==> config.mk <==
export PLATFORM = sky130hd
export DESIGN_NAME = i2c_mon_capture_flat
export DESIGN_NICKNAME = d
export VERILOG_FILES = /design/src/rtl/i2c_mon_capture_if.sv /design/src/rtl/i2c_mon_capture.sv /design/src/flat_wrapper.sv
export SDC_FILE = /design/constraint.sdc
export NUM_CORES = 1
export LEC_CHECK = 0
export CAP_MARGIN = 25
export CORE_MARGIN = 1
export CORE_UTILIZATION = 40
export CTS_BUF_LIST = sky130_fd_sc_hd__clkbuf_2 sky130_fd_sc_hd__clkbuf_4 sky130_fd_sc_hd__clkbuf_8
export DETAILED_ROUTE_END_ITERATION = 8
export GPL_ROUTABILITY_DRIVEN = 0
export REMOVE_ABC_BUFFERS = 1
export SETUP_SLACK_MARGIN = 0.02
export SYNTH_ARGS = -nofsm -noshare
export SYNTH_HDL_FRONTEND = slang
export SYNTH_SLANG_ARGS = --single-unit
==> constraint.sdc <==
create_clock -name clk -period 9.4 [get_ports clk]
set_input_delay 1.88 -clock clk [delete_from_list [all_inputs] [get_ports clk]]
set_output_delay 1.88 -clock clk [all_outputs]
set_load 0.02 [all_outputs]
==> src/rtl/i2c_mon_capture_if.sv <==
// Bus bundle for i2c_mon_capture: receiver event inputs plus the host read port.
// Macro I2C_MON_CAPTURE_TIMESTAMP_EN widens rd_data from 12 to 28 bits.
interface i2c_mon_capture_if #(
  parameter int LEVEL_W = 5
);
`ifdef I2C_MON_CAPTURE_TIMESTAMP_EN
  localparam int W = 28;
`else
  localparam int W = 12;
`endif

  logic               mon_valid;
  logic [7:0]         mon_byte;
  logic               mon_ack;
  logic               mon_short;
  logic               mon_start;
  logic               mon_stop;
  logic               mon_notrans;
  logic               rd_en;
  logic [W-1:0]       rd_data;
  logic               rd_empty;
  logic [LEVEL_W-1:0] fifo_level;

  // master = receiver + host side, slave = capture controller
  modport master (
    output mon_valid, mon_byte, mon_ack, mon_short, mon_start, mon_stop, mon_notrans,
    output rd_en,
    input  rd_data, rd_empty, fifo_level
  );

  modport slave (
    input  mon_valid, mon_byte, mon_ack, mon_short, mon_start, mon_stop, mon_notrans,
    input  rd_en,
    output rd_data, rd_empty, fifo_level
  );
endinterface

==> src/rtl/i2c_mon_capture.sv <==
// Capture controller: filters I2C monitor events by address and records them in a show-ahead FIFO.
// Define I2C_MON_CAPTURE_TIMESTAMP_EN to prefix each word with a 16-bit free-running timestamp.
module i2c_mon_capture #(
  parameter int FIFO_DEPTH = 16,
  parameter int LEVEL_W    = 5
) (
  input  logic                    clk,
  input  logic                    reset_l,
  i2c_mon_capture_if.slave        bus,
  input  logic                    cfg_arm,
  input  logic                    cfg_abort,
  input  logic [6:0]              cfg_addr,
  input  logic [6:0]              cfg_mask,
  input  logic [7:0]              cfg_count,
  output logic                    busy,
  output logic                    done,
  output logic                    overflow
);
`ifdef I2C_MON_CAPTURE_TIMESTAMP_EN
  localparam int W = 28;
`else
  localparam int W = 12;
`endif
  localparam int PTR_W = LEVEL_W - 1;
  localparam logic [11:0] START_WORD = 12'h400;

  typedef enum logic [1:0] {IDLE, ARMED, CAPTURE} state_t;

  state_t             state;
  logic               start_pend;
  logic [7:0]         txn_cnt;
  logic               defer_valid;
  logic [W-1:0]       defer_word;

  logic               addr_hit;
  logic [11:0]        byte_base;
  logic [11:0]        bound_base;
  logic               ev_push;
  logic [11:0]        ev_base;
  logic               dv_set;
  logic [11:0]        dv_base;
  logic [W-1:0]       ev_word;
  logic [W-1:0]       dv_word;

  logic               push_req;
  logic [W-1:0]       push_word;
  logic               push_ok;
  logic               pop;
  logic               full;
  logic               empty;
  logic               flush;

  logic [W-1:0]       mem [FIFO_DEPTH];
  logic [PTR_W-1:0]   wr_ptr;
  logic [PTR_W-1:0]   rd_ptr;
  logic [LEVEL_W-1:0] level;

`ifdef I2C_MON_CAPTURE_TIMESTAMP_EN
  logic [15:0] ts;

  always_ff @(posedge clk or negedge reset_l) begin
    if (!reset_l) ts <= 16'd0;
    else          ts <= ts + 16'd1;
  end

  // Deferred words carry the stamp of the cycle their event arrived in
  assign ev_word = {ts, ev_base};
  assign dv_word = {ts, dv_base};
`else
  assign ev_word = ev_base;
  assign dv_word = dv_base;
`endif

  // Decode this cycle's receiver event into at most one immediate word and one deferred word
  always_comb begin
    addr_hit   = ((bus.mon_byte[7:1] ^ cfg_addr) & cfg_mask) == 7'd0;
    byte_base  = {2'd0, bus.mon_short, bus.mon_ack, bus.mon_byte};
    bound_base = bus.mon_start ? 12'hC00 : {2'd2, bus.mon_notrans, 1'b0, 8'h00};
    ev_push    = 1'b0;
    ev_base    = byte_base;
    dv_set     = 1'b0;
    dv_base    = bound_base;
    if (!cfg_abort && !cfg_arm && !defer_valid) begin
      case (state)
        ARMED: begin
          if (!bus.mon_start && !bus.mon_stop && bus.mon_valid && start_pend && addr_hit) begin
            ev_push = 1'b1;
            ev_base = START_WORD;
            dv_set  = 1'b1;
            dv_base = byte_base;
          end
        end
        CAPTURE: begin
          if (bus.mon_valid) begin
            ev_push = 1'b1;
            ev_base = byte_base;
            dv_set  = bus.mon_stop;
            dv_base = bound_base;
          end else if (bus.mon_stop) begin
            ev_push = 1'b1;
            ev_base = bound_base;
          end
        end
        default: ;
      endcase
    end
  end

  assign flush     = cfg_arm & ~cfg_abort;
  assign push_req  = (defer_valid & ~cfg_abort & ~cfg_arm) | ev_push;
  assign push_word = defer_valid ? defer_word : ev_word;
  assign full      = (level == LEVEL_W'(FIFO_DEPTH));
  assign empty     = (level == '0);
  assign pop       = bus.rd_en & ~empty;
  assign push_ok   = push_req & (~full | pop);

  // Run sequencing; abort outranks arm, and both outrank receiver events
  always_ff @(posedge clk or negedge reset_l) begin
    if (!reset_l) begin
      state       <= IDLE;
      start_pend  <= 1'b0;
      txn_cnt     <= 8'd0;
      done        <= 1'b0;
      defer_valid <= 1'b0;
      defer_word  <= '0;
    end else if (cfg_abort) begin
      state       <= IDLE;
      start_pend  <= 1'b0;
      defer_valid <= 1'b0;
    end else if (cfg_arm) begin
      state       <= ARMED;
      start_pend  <= 1'b0;
      defer_valid <= 1'b0;
      done        <= 1'b0;
      txn_cnt     <= cfg_count;
    end else begin
      defer_valid <= dv_set;
      if (dv_set) defer_word <= dv_word;
      case (state)
        ARMED: begin
          if (bus.mon_start) begin
            start_pend <= 1'b1;
          end else if (bus.mon_stop) begin
            start_pend <= 1'b0;
          end else if (bus.mon_valid && start_pend) begin
            start_pend <= 1'b0;
            if (addr_hit) state <= CAPTURE;
          end
        end
        CAPTURE: begin
          if (bus.mon_stop && !bus.mon_start) begin
            if (cfg_count == 8'd0) begin
              state <= ARMED;
            end else if (txn_cnt <= 8'd1) begin
              txn_cnt <= 8'd0;
              state   <= IDLE;
              done    <= 1'b1;
            end else begin
              txn_cnt <= txn_cnt - 8'd1;
              state   <= ARMED;
            end
          end
        end
        default: ;
      endcase
    end
  end

  always_ff @(posedge clk) begin
    if (push_ok) mem[wr_ptr] <= push_word;
  end

  // A pop in the same cycle frees room, so a push against a full FIFO still lands
  always_ff @(posedge clk or negedge reset_l) begin
    if (!reset_l) begin
      wr_ptr   <= '0;
      rd_ptr   <= '0;
      level    <= '0;
      overflow <= 1'b0;
    end else if (flush) begin
      wr_ptr   <= '0;
      rd_ptr   <= '0;
      level    <= '0;
      overflow <= 1'b0;
    end else begin
      if (push_ok) wr_ptr <= wr_ptr + 1'b1;
      if (pop)     rd_ptr <= rd_ptr + 1'b1;
      if (push_ok && !pop)      level <= level + 1'b1;
      else if (pop && !push_ok) level <= level - 1'b1;
      if (push_req && !push_ok) overflow <= 1'b1;
    end
  end

  assign bus.rd_data    = empty ? '0 : mem[rd_ptr];
  assign bus.rd_empty   = empty;
  assign bus.fifo_level = level;
  assign busy           = (state != IDLE);

endmodule
==> src/flat_wrapper.sv <==
// flat-port wrapper written by rule: the top's interface ports become plain ports
module i2c_mon_capture_flat 
#(
  parameter int FIFO_DEPTH = 16,
  parameter int LEVEL_W    = 5
)
  (clk, reset_l, cfg_arm, cfg_abort, cfg_addr, cfg_mask, cfg_count, busy, done, overflow, bus_mon_valid, bus_mon_byte, bus_mon_ack, bus_mon_short, bus_mon_start, bus_mon_stop, bus_mon_notrans, bus_rd_en, bus_rd_data, bus_rd_empty, bus_fifo_level);
  i2c_mon_capture_if #(.LEVEL_W(LEVEL_W)) bus_i ();
  input  logic clk;
  input  logic reset_l;
  input  logic cfg_arm;
  input  logic cfg_abort;
  input  logic [6:0] cfg_addr;
  input  logic [6:0] cfg_mask;
  input  logic [7:0] cfg_count;
  output logic busy;
  output logic done;
  output logic overflow;
  input wire logic [$bits(bus_i.mon_valid)-1:0] bus_mon_valid;
  input wire logic [$bits(bus_i.mon_byte)-1:0] bus_mon_byte;
  input wire logic [$bits(bus_i.mon_ack)-1:0] bus_mon_ack;
  input wire logic [$bits(bus_i.mon_short)-1:0] bus_mon_short;
  input wire logic [$bits(bus_i.mon_start)-1:0] bus_mon_start;
  input wire logic [$bits(bus_i.mon_stop)-1:0] bus_mon_stop;
  input wire logic [$bits(bus_i.mon_notrans)-1:0] bus_mon_notrans;
  input wire logic [$bits(bus_i.rd_en)-1:0] bus_rd_en;
  output wire logic [$bits(bus_i.rd_data)-1:0] bus_rd_data;
  output wire logic [$bits(bus_i.rd_empty)-1:0] bus_rd_empty;
  output wire logic [$bits(bus_i.fifo_level)-1:0] bus_fifo_level;
  assign bus_i.mon_valid = bus_mon_valid;
  assign bus_i.mon_byte = bus_mon_byte;
  assign bus_i.mon_ack = bus_mon_ack;
  assign bus_i.mon_short = bus_mon_short;
  assign bus_i.mon_start = bus_mon_start;
  assign bus_i.mon_stop = bus_mon_stop;
  assign bus_i.mon_notrans = bus_mon_notrans;
  assign bus_i.rd_en = bus_rd_en;
  assign bus_rd_data = bus_i.rd_data;
  assign bus_rd_empty = bus_i.rd_empty;
  assign bus_fifo_level = bus_i.fifo_level;
  i2c_mon_capture #(.FIFO_DEPTH(FIFO_DEPTH), .LEVEL_W(LEVEL_W)) u_core (.clk(clk), .reset_l(reset_l), .bus(bus_i), .cfg_arm(cfg_arm), .cfg_abort(cfg_abort), .cfg_addr(cfg_addr), .cfg_mask(cfg_mask), .cfg_count(cfg_count), .busy(busy), .done(done), .overflow(overflow));
endmodule
**Yosys cells after proc, flatten, opt, wreduce, memory -nomap -nowiden**

Memories as Yosys holds them, arrays and structs flattened.
Index checks and enable logic that the tools add are counted.

- Bits in registers: 39
- Memory bits (writable): 192
- Output and inout port bits: 21
- Logic and storage cells: 134
- Memories kept: 1

- $add $sub $neg: 5
- Magnitude comparators: 1
- Equal/unequal tests: 9
- Multiplexer cells: 58
- Bitwise gates (word level): 13
- Reduce and logical (&&, ||, !) cells: 37

Memories:

| name | depth | bits a word | read ports | clocked after memory_dff | write ports | line | source |
|---|---|---|---|---|---|---|---|
| u_core.mem | 16 | 12 | 1 | 0 | 1 | i2c_mon_capture.sv:53 | `logic [W-1:0] mem [FIFO_DEPTH];` |

Operator list:

| operator | count |
|---|---|
| 2-to-1 mux 12 bit | 8 |
| 2-to-1 mux 8 bit | 5 |
| 2-to-1 mux 1 bit | 24 |
| one-hot mux 12 bit (2 select lines) | 1 |
| 2-to-1 mux 11 bit | 2 |
| 2-to-1 mux 2 bit | 8 |
| 2-to-1 mux 4 bit | 4 |
| 2-to-1 mux 5 bit | 3 |
| nonzero test 2 bit | 7 |
| != test 4 x 3 -> 1 bit, second input constant | 3 |
| logical AND 1 bit | 11 |
| adder 4 x 1 -> 4 bit, second input constant | 2 |
| less-or-equal comparator 8 x 1 -> 1 bit, second input constant | 1 |
| zero test 8 bit | 1 |
| != test 4 bit, second input constant | 2 |
| subtractor 8 x 1 -> 8 bit, second input constant | 1 |
| AND 7 bit | 1 |
| zero test 1 bit | 7 |
| zero test 7 bit | 1 |
| bitwise XOR 7 bit | 1 |
| AND reduction 6 bit | 1 |
| nonzero test 3 bit | 2 |
| adder 5 x 1 -> 5 bit, second input constant | 1 |
| AND 1 bit | 5 |
| 16 further kinds | 21 |

**Depth between registers and ports, before layout**

Gate-level depths: netlist of the first run.

- Depth after elaboration: 15
- Mapped depth: 17

**Least setup slack after synthesis of the first run**

No wires, ideal clock.

- Path kind: input to register
- From: input cfg_arm
- To: memory u_core.mem[2][0], enable pin
- Setup time: 0.417 ns
- Arrival time: 4.291 ns
- Data required time: 8.983 ns
- Setup slack: 4.692 ns
- Cell stages on the path: 6
- Buffers on the path: 1
- Cells stage by stage: clkbuf_1 nor4b_2 nand2_1 o21ai_2 o21ai_4 nor4b_1

- Cells in the longest elaborated chain, start to end: 8

Ends and longest elaborated chain:

| element | line | source |
|---|---|---|
| start: declaration | flat_wrapper.sv:11 | `input logic cfg_arm;` |
| zero test 1 bit | i2c_mon_capture.sv:83 | `if (!cfg_abort && !cfg_arm && !defer_valid) begin` |
| logical AND 1 bit (2 in a row) | i2c_mon_capture.sv:83 |  |
| 2-to-1 mux 1 bit | i2c_mon_capture.sv:83 |  |
| bitwise OR 1 bit * | i2c_mon_capture.sv:110 | `assign push_req = (defer_valid & ~cfg_abort & ~cfg_arm) \| ev_push;` |
| AND 1 bit * | i2c_mon_capture.sv:115 | `assign push_ok = push_req & (~full \| pop);` |
| 2-to-1 mux 1 bit * | i2c_mon_capture.sv:170 | `if (push_ok) mem[wr_ptr] <= push_word;` |
| 2-to-1 mux 1 bit (implied by the code) * | i2c_mon_capture.sv:170 |  |
| end: declaration | i2c_mon_capture.sv:53 |  |

Mark *: on every way between the ends. The rest lies on a longest branch, timed or not.

**Worst setup path after layout of the first run**

- From: register u_core.rd_ptr[0]
- To: output bus_rd_data[11]

- Cells in the longest elaborated chain, start to end: 2

Ends and longest elaborated chain:

| element | line | source |
|---|---|---|
| start: declaration | i2c_mon_capture.sv:55 | `logic [PTR_W-1:0] rd_ptr;` |
| start signal: assignment | i2c_mon_capture.sv:187 | `if (pop) rd_ptr <= rd_ptr + 1'b1;` |
| memory read (16 x 12 bit) | -- |  |
| 2-to-1 mux 12 bit | i2c_mon_capture.sv:194 | `assign bus.rd_data = empty ? '0 : mem[rd_ptr];` |
| end: declaration | flat_wrapper.sv:27 | `output wire logic [$bits(bus_i.rd_data)-1:0] bus_rd_data;` |

No other way between the ends.

==> impl_table.tex, run 1 <==
\begin{tabular}{lr}
\hline
Metric & Value \\
\hline
\multicolumn{2}{l}{\textbf{Global route}} \\
Largest net degree at the start of global routing & 52 \\
Via count of the first global-routing pass & 5874 \\
First-pass GRT wire length & 33000 um \\
Number of antenna violations at the first check in global routing & 0 \\
Total GRT Usage & between 10\% and 20\% \\
Total global routing overflow & 0 \\
\multicolumn{2}{l}{\textbf{Detailed routing}} \\
Final antenna-violating net count & 0 \\
Wire length on met2 & about 11000 um \\
Routed wire length on met3 & around 1000 um \\
Drt total wl & around 21000 um \\
Vias after detailed routing & approximately 5.6k \\
Via density per instance & between 5 and 6 \\
TritonRoute pass-1 iters & 5 \\
Drt wl/cell & between 20 and 25 um \\
Max Used Layer & met4 \\
Drt initial violations & $\sim$340 \\
M1 wire length & about 8900 um \\
Residual DRC & 0 \\
\multicolumn{2}{l}{\textbf{Timing}} \\
Setup TNS Final & 0 ps \\
Largest clock skew in the final design & between 30 and 40 ps \\
Fmax achieved & 194 MHz \\
Worst-case headroom to the max-slew limit & between 30\% and 40\% \\
Minimum clock period after layout & $\sim$5200 ps \\
Transition time at the pin with the least slew margin & around 1000 ps \\
Unrepaired setup endpoints after global routing & false \\
Max Transition Viols Final & 0 \\
\# setup viols final & 0 \\
Count of final hold-check violations & 0 \\
Crit share post-route & $\sim$55\% \\
\multicolumn{2}{l}{\textbf{Setup path}} \\
Worst r2r dst & u\_core.bus.fifo\_level[4] \\
Internal reg-to-reg setup slack & between 5000 and 6000 ps \\
Critical path class & reg2out \\
Required @ worst endpoint & 7520 ps \\
Depth of the most critical reg-to-reg path & 16 \\
Signal arrival time at the worst endpoint & $\sim$3300 ps \\
Max FO, Critical Path & 37 \\
Crit path capture type & output pin \\
Startpoint type of the worst setup path & flop \\
Worst R2R Start & u\_core.state[1] \\
\multicolumn{2}{l}{\textbf{Power}} \\
Gate power share & roughly 25\% \\
Total net switching power & $\sim$800 uW \\
Static power due to leakage & 4.09 nW \\
Total power consumption of the routed design & 2.98 mW \\
Clock Power Share & between 30\% and 40\% \\
Part of the total power dissipated in sequential elements & approximately 40\% \\
Worst-case vdd ir drop & around 0.00011 V \\
Switching part of the total power & a little over a quarter \\
Power density cells & 248 mW/mm\^{}2 \\
Internal Pwr Total & between 2 and 2.5 mW \\
\multicolumn{2}{l}{\textbf{Clock network}} \\
Clock root buffer master & sky130\_fd\_sc\_hd\_\_clkbuf\_8 \\
Hold-fix buffers at CTS & 0 \\
\# clock sinks & 231 \\
Insertion delay to the later sink of the worst-skew pair & around 540 ps \\
Num CTS Buffers & 39 \\
Maximum count of clock buffers along a single path & 3 \\
CTS H-tree depth & 2 \\
Clock-pin slew on the worst setup and hold paths & 60 ps \\
CTS tree & done \\
Total of cells resized after clock tree synthesis & 0 \\
Setup Fix Bufs, Post-CTS & 0 \\
\multicolumn{2}{l}{\textbf{Finish}} \\
Number of nets in the layout & 731 \\
Diode count & 0 \\
Fraction of layout instances using a drive strength above 1 & between 20\% and 30\% \\
Multi-input gate area & 0.00306 mm\^{}2 \\
Util after Layout & about half \\
Layout overhead on the synthesized area & 20.1\% \\
Post-layout instance area & $\sim$0.012 mm\^{}2 \\
Total of fill cells in the finished design & $\sim$2k \\
Post-layout instance count excluding filler cells & $\sim$1.0k \\
Flip-flop and latch area & about 0.0067 mm\^{}2 \\
\multicolumn{2}{l}{\textbf{Hold path}} \\
Path class of the lowest-slack min-delay path & reg2reg \\
Worst Hold Path Cells & 2 \\
Hold wc startpoint & u\_core.overflow \\
Endpoint of the worst hold path & u\_core.overflow \\
\multicolumn{2}{l}{\textbf{Synthesis}} \\
Library cell occupying the most area in the post-synthesis netlist & sky130\_fd\_sc\_hd\_\_edfxtp\_1 \\
Primary flip-flop cell chosen by synthesis mapping & sky130\_fd\_sc\_hd\_\_edfxtp\_1 \\
Number of flops mapped to enable cells by yosys & approximately 190 \\
Number of distinct library cells after synthesis & 60 \\
Average footprint of a synthesized cell & around 17 um\^{}2 \\
Biggest area contributors in the synthesized netlist & sky130\_fd\_sc\_hd\_\_edfxtp\_1 (58\%), sky130\_fd\_sc\_hd\_\_mux4\_2 (14\%), sky130\_fd\_sc\_hd\_\_dfrtp\_1 (9.8\%) \\
Share of Yosys cell area claimed by the top area cell type & between 50\% and 60\% \\
Total number of yosys warnings & 0 \\
Register bit total from synthesis & between 200 and 250 \\
Asr flop ratio synth & 16.9\% \\
Post-synthesis instance total & 582 \\
Register area share after synthesis & 67.4\% \\
Post-synthesis cell area & roughly 0.01 mm\^{}2 \\
\multicolumn{2}{l}{\textbf{Floorplanning}} \\
Area of the die & 0.0256 mm\^{}2 \\
Die Width & 160 um \\
Std-Cell Rows & 57 \\
Vertical extent of the die & between 150 and 200 um \\
Num ports & 62 \\
Effective utilization at floorplan & between 40 and 50\% \\
Core outline area & roughly 0.024 mm\^{}2 \\
\multicolumn{2}{l}{\textbf{Place}} \\
Placement Cell Area & about 0.011 mm\^{}2 \\
Number of input and output port buffers inserted & a little over 60 \\
Placed wire-length estimate after detailed placement & around 13000 um \\
Post-Place Cells & roughly 950 \\
\multicolumn{2}{l}{\textbf{Run}} \\
Count of maximum capacitance violations & 0 \\
\multicolumn{2}{l}{\textbf{Outcome}} \\
Result of the run & finished, final reports clean \\
\hline
\end{tabular}
==> cell usage after synthesis (all sizes together), types with 12 or more instances <==
library cell / instances
inv: 18
o21ai: 18
xor2: 12
nor2: 43
nand2: 17
buf: 18
clkbuf: 13
edfxtp: 192
nor2b: 16
dfrtp: 39
mux2i: 12
ha: 14
mux4: 60
a21oi: 17
==> kinds of logic (layout without fill, tap and decap cells) <==
group	after synthesis	count (layout)	share of synthesized area [%]
compound gates	72	72	5.06
xor+xnor	14	14	1.23
fa+ha+maj	15	15	1.95
buf+inv	49	170	2.22
flops	231	231	67.4
mux	75	75	15.1
simple gates	126	126	7.06
==> flip-flops by register name, summed over array words and instances, names as in the netlist <==
name	flops
u_core.bus.fifo_level	5
u_core.defer_valid	1
u_core.defer_word	12
u_core.done	1
u_core.mem	192
u_core.overflow	1
u_core.rd_ptr	4
u_core.start_pend	1
u_core.state	2
u_core.txn_cnt	8
u_core.wr_ptr	4
==> worst max-delay path: stages (launching register included) <==
cell and delay, ps:
sky130_fd_sc_hd__dfrtp_4 630, sky130_fd_sc_hd__buf_16 320, sky130_fd_sc_hd__mux4_2 550, sky130_fd_sc_hd__mux4_2 540
sky130_fd_sc_hd__nor2b_1 160, sky130_fd_sc_hd__clkdlybuf4s50_1 530
==> cell type report <==
class / instances / area share, %
sequential: 231 / 56.2
multi-input combinational: 302 / 25.5
clock buffer: 55 / 5.68
clock inverter: 14 / 1.85
inverter: 18 / 0.583
timing repair buffer: 83 / 6.83
tap: 324 / 3.38
==> power by group through the flow <==
| stage | clock network (mW) | registers (mW) | logic, mW |
|---|---|---|---|
| 3_3_place_gp | 0 | 1.26 | 0.686 |
| 4_1_cts | 1.05 | 1.24 | 0.703 |
| 3_5_place_dp | 0 | 1.27 | 0.702 |
| 2_1_floorplan | 0 | 1.26 | 0.444 |
| 6_report | 1.03 | 1.20 | 0.754 |
| 5_1_grt | 1.09 | 1.20 | 0.811 |
==> layer usage <==
| layer | vias up | track usage (%) |
|---|---|---|
| met2 | 176 | 29.0 |
| met5 | - | 0 |
| met3 | 39 | 2.99 |
| met4 | 0 | 5.89 |
| met1 | 2891 | 21.8 |
| li1 | 2500 | - |
==> per-stage QoR <==
stage	setup slack, ps	hold slack (ps)
2_1_floorplan	4190	466
3_3_place_gp	3890	471
3_5_place_dp	3750	483
4_1_cts	3910	502
5_1_grt	3990	515
6_report	4240	498
==> cells in the final DEF, fill, tap and decap left out, drive strengths merged, types with 2 or more instances in the layout <==
cell type,n
nor4b,6
ha,14
inv,20
xnor2,2
bufinv,6
clkbuf,58
and4,4
a21oi,17
mux4,60
dfrtp,39
a31oi,2
nand4,3
or2,2
nor2b,16
nor4,3
buf,20
clkinv,6
edfxtp,192
o21ai,18
nor2,43
a211oi,3
mux2,3
a22o,10
nor3,11
or4,3
a41oi,2
xor2,12
a22oi,8
a21o,3
clkdlybuf4s50,60
nand2,17
nand3,11
mux2i,12
==> worst max path at each step <==
stage                          start                  endpoint  slack, ps  cells after the start
floorplan           u_core.rd_ptr[0]            bus_rd_data[0]       4190                      3
global placement        bus_mon_stop  u_core.bus.fifo_level[4]       3890                     15
detailed placement           cfg_arm  u_core.bus.fifo_level[4]       3750                     14
CTS                 u_core.rd_ptr[0]           bus_rd_data[11]       3910                      4
global route            bus_mon_stop  u_core.bus.fifo_level[4]       3990                     15
finish              u_core.rd_ptr[0]           bus_rd_data[11]       4240                      5
Note: power is estimated with default switching activity, not from simulation.
==> run 2, diff against run 1 <==
==> constraint.sdc (replaced) <==
create_clock -name clk -period 4.7 [get_ports clk]
set_input_delay 0.94 -clock clk [delete_from_list [all_inputs] [get_ports clk]]
set_output_delay 0.94 -clock clk [all_outputs]
set_load 0.02 [all_outputs]
==> impl_table.tex, run 2 (same netlist as run 1, synthesis figures left out) <==
\begin{tabular}{lr}
\hline
Metric & Value \\
\hline
\multicolumn{2}{l}{\textbf{Outcome}} \\
Result of the run & finished, final reports clean \\
\multicolumn{2}{l}{\textbf{Timing}} \\
Largest clock skew in the final design & 11.3 ps (-19.2 ps) \\
Transition time at the pin with the least slew margin & 1070 ps (+20.6 ps) \\
Crit share post-route & about nine tenths \\
Count of final hold-check violations & 0 (unchanged) \\
\# setup viols final & 0 (unchanged) \\
Setup TNS Final & 0 ps (unchanged) \\
Max Transition Viols Final & 0 (unchanged) \\
Unrepaired setup endpoints after global routing & false \\
Minimum clock period after layout & between 4000 and 5000 ps \\
Worst-case headroom to the max-slew limit & 28.6\% (-1.4 points) \\
Fmax achieved & approximately 230 MHz \\
Setup ws final & 410 ps (-3830 ps) \\
\multicolumn{2}{l}{\textbf{Power}} \\
Internal Pwr Total & 4.14 mW (+90\%) \\
Static power due to leakage & 4.09 nW (about the same) \\
Clock Power Share & 31.7\% (-2.8 points) \\
Part of the total power dissipated in sequential elements & 42.7\% (+2.5 points) \\
Total net switching power & 1.58 mW (+97\%) \\
Power density cells & 477 mW/mm\^{}2 (+92\%) \\
Gate power share & 25.6\% (+0.3 points) \\
Switching part of the total power & 27.6\% (+0.70 points) \\
Worst-case vdd ir drop & 0.000242 V (+110\%) \\
\multicolumn{2}{l}{\textbf{Place}} \\
Place WS & 278 ps (-3470 ps) \\
Placed wire-length estimate after detailed placement & 13500 um (+5.0\%) \\
Number of input and output port buffers inserted & 61 (unchanged) \\
Placement Cell Area & 0.0111 mm\^{}2 (+1.2\%) \\
\multicolumn{2}{l}{\textbf{Detailed routing}} \\
TritonRoute pass-1 iters & 4 (-1) \\
Residual DRC & 0 (unchanged) \\
Vias after detailed routing & 5553 (-0.95\%) \\
Via density per instance & 5.35 (-2.0\%) \\
Drt wl/cell & 20.3 um (-0.45\%) \\
Drt initial violations & 433 (+29\%) \\
Final antenna-violating net count & 0 (unchanged) \\
Drt total wl & 21100 um (+0.62\%) \\
\multicolumn{2}{l}{\textbf{Floorplanning}} \\
Area of the die & 0.0256 mm\^{}2 (unchanged) \\
Num ports & 62 (unchanged) \\
Die Width & 160 um (unchanged) \\
Std-Cell Rows & 57 (unchanged) \\
Effective utilization at floorplan & 41.0\% (unchanged) \\
Core outline area & 0.0244 mm\^{}2 (unchanged) \\
Vertical extent of the die & 160 um (unchanged) \\
\multicolumn{2}{l}{\textbf{Global route}} \\
Total GRT Usage & 17.0\% (about the same) \\
Number of antenna violations at the first check in global routing & 0 (unchanged) \\
Total global routing overflow & 0 (unchanged) \\
Via count of the first global-routing pass & 5730 (-2.5\%) \\
First-pass GRT wire length & 33100 um (+0.29\%) \\
Largest net degree at the start of global routing & 40 (-23\%) \\
\multicolumn{2}{l}{\textbf{Clock network}} \\
Setup Fix Bufs, Post-CTS & 0 (unchanged) \\
Insertion delay to the later sink of the worst-skew pair & 520 ps (-20 ps) \\
CTS tree & done \\
CTS H-tree depth & 2 (unchanged) \\
Clock root buffer master & sky130\_fd\_sc\_hd\_\_clkbuf\_8 \\
Clock-pin slew on the worst setup and hold paths & 60 ps (about the same) \\
Hold-fix buffers at CTS & 0 (unchanged) \\
\# clock sinks & 231 (unchanged) \\
Total of cells resized after clock tree synthesis & 0 (unchanged) \\
Num CTS Buffers & 40 (+2.6\%) \\
Maximum count of clock buffers along a single path & 3 (unchanged) \\
\multicolumn{2}{l}{\textbf{Finish}} \\
Leading cell types in the layout, fill and taps excluded & sky130\_fd\_sc\_hd\_\_edfxtp\_1 (192), sky130\_fd\_sc\_hd\_\_mux4\_2 (60), sky130\_fd\_sc\_hd\_\_clkdlybuf4s50\_1 (60) \\
Total of fill cells in the finished design & 2086 (+1.3\%) \\
Largest Register & u\_core.mem \\
Most common cell after layout, fill and taps aside & sky130\_fd\_sc\_hd\_\_edfxtp\_1 \\
Fraction of layout instances using a drive strength above 1 & 24.9\% (+0.46 points) \\
Diode count & 0 (unchanged) \\
Layout overhead on the synthesized area & 19.9\% \\
Registers with the most flip-flops & u\_core.mem x192, u\_core.defer\_word x12, u\_core.txn\_cnt x8 \\
Number of nets in the layout & 745 (+1.9\%) \\
Post-layout instance area & 0.0120 mm\^{}2 (-0.18\%) \\
Largest register FFs & 192 (unchanged) \\
\multicolumn{2}{l}{\textbf{Setup path}} \\
Cells along the critical path & buf\_12 -> mux4\_2 -> mux4\_2 -> nor2b\_1 -> clkdlybuf4s50\_1 \\
Max FO, Critical Path & 28 (-24\%) \\
Critical path class & reg2out \\
Depth of the most critical reg-to-reg path & 12 (-4) \\
Crit path capture type & output pin \\
Startpoint type of the worst setup path & flop \\
Signal arrival time at the worst endpoint & 3350 ps (+70 ps) \\
Delay contributed by the slowest stage of the critical path & 810 ps (+180 ps) \\
Required @ worst endpoint & 3760 ps (-3760 ps) \\
Most frequent cell on the critical path & sky130\_fd\_sc\_hd\_\_mux4\_2 \\
Slowest-stage cell, CP & sky130\_fd\_sc\_hd\_\_dfrtp\_4 \\
\multicolumn{2}{l}{\textbf{Run}} \\
Count of maximum capacitance violations & 0 (unchanged) \\
\multicolumn{2}{l}{\textbf{Hold path}} \\
Path class of the lowest-slack min-delay path & reg2reg \\
Worst Hold Path Cells & 1 (-1) \\
\hline
\end{tabular}
-- run 2: cell count changes in the layout (fill, tap and decap cells not counted) --
cell and delta:
sky130_fd_sc_hd__buf_4 +13, sky130_fd_sc_hd__clkinv_1 +5, sky130_fd_sc_hd__bufinv_16 -3, sky130_fd_sc_hd__clkbuf_4 -3, sky130_fd_sc_hd__clkbuf_8 -3, sky130_fd_sc_hd__buf_12 +2
sky130_fd_sc_hd__buf_16 -1, sky130_fd_sc_hd__clkinv_2 +1, sky130_fd_sc_hd__clkinvlp_4 +1, sky130_fd_sc_hd__inv_6 -1
-- run 2: worst paths after layout --
check | slack (ps) | to | start
max in group asynchronous | 3460 | u_core.rd_ptr[0] | reset_l
setup / recovery | 410 | bus_rd_data[3] | u_core.rd_ptr[0]
hold reg to reg | 500 | u_core.defer_word[8] | u_core.defer_word[8]
min in group asynchronous | 550 | u_core.txn_cnt[0] | reset_l
setup reg to reg | 1130 | u_core.bus.fifo_level[4] | u_core.bus.fifo_level[1]
hold / removal | 500 | u_core.defer_word[8] | u_core.defer_word[8]
-- run 2: cell type report --
cell class | instances | area, um^2 | share of cell area [%]
inverter | 18 | 70.1 | 0.584
clock inverter | 17 | 155 | 1.29
multi-input combinational | 302 | 3060 | 25.5
timing repair buffer | 96 | 917 | 7.65
tap | 324 | 405 | 3.38
sequential | 231 | 6750 | 56.3
clock buffer | 50 | 632 | 5.27
-- run 2: critical path: cells and delay by family (launching register included) --
kind	cells	cell delay (ps)
mux	2	1030
flops	1	810
buf+inv	2	810
simple gates	1	160
-- run 2: layer usage --
layer / up-vias / GRT usage (%) / share of wire (%) / wire, um
li1: 2522 / - / - / -
met1: 2862 / 22.9 / 45 / 9400
met2: 137 / 27.9 / 49 / 10400
met3: 32 / 3.69 / 4.8 / 1000
met4: 0 / 4.42 / 1.4 / 303
met5: - / 0 / 0 / 0
-- run 2: power by group through the flow --
stage	registers, mW	clock network (mW)	logic [mW]
global placement	2.49	0	1.46
CTS	2.46	1.86	1.48
finish	2.45	1.81	1.46
floorplan	2.53	0	0.888
global route	2.47	1.95	1.58
detailed placement	2.50	0	1.48
-- run 2: per-stage QoR --
stage                     hold WS, ps  std cells  power (mW)  util (%)
final                             501       1038        5.72      49.1
after global routing              513       1038        5.99      49.1
after CTS                         503       1033        5.80      48.9
after detailed placement          481        966        3.98      45.7
after global placement            470        965        3.95      45.6
after floorplan                   466        551        3.42         -
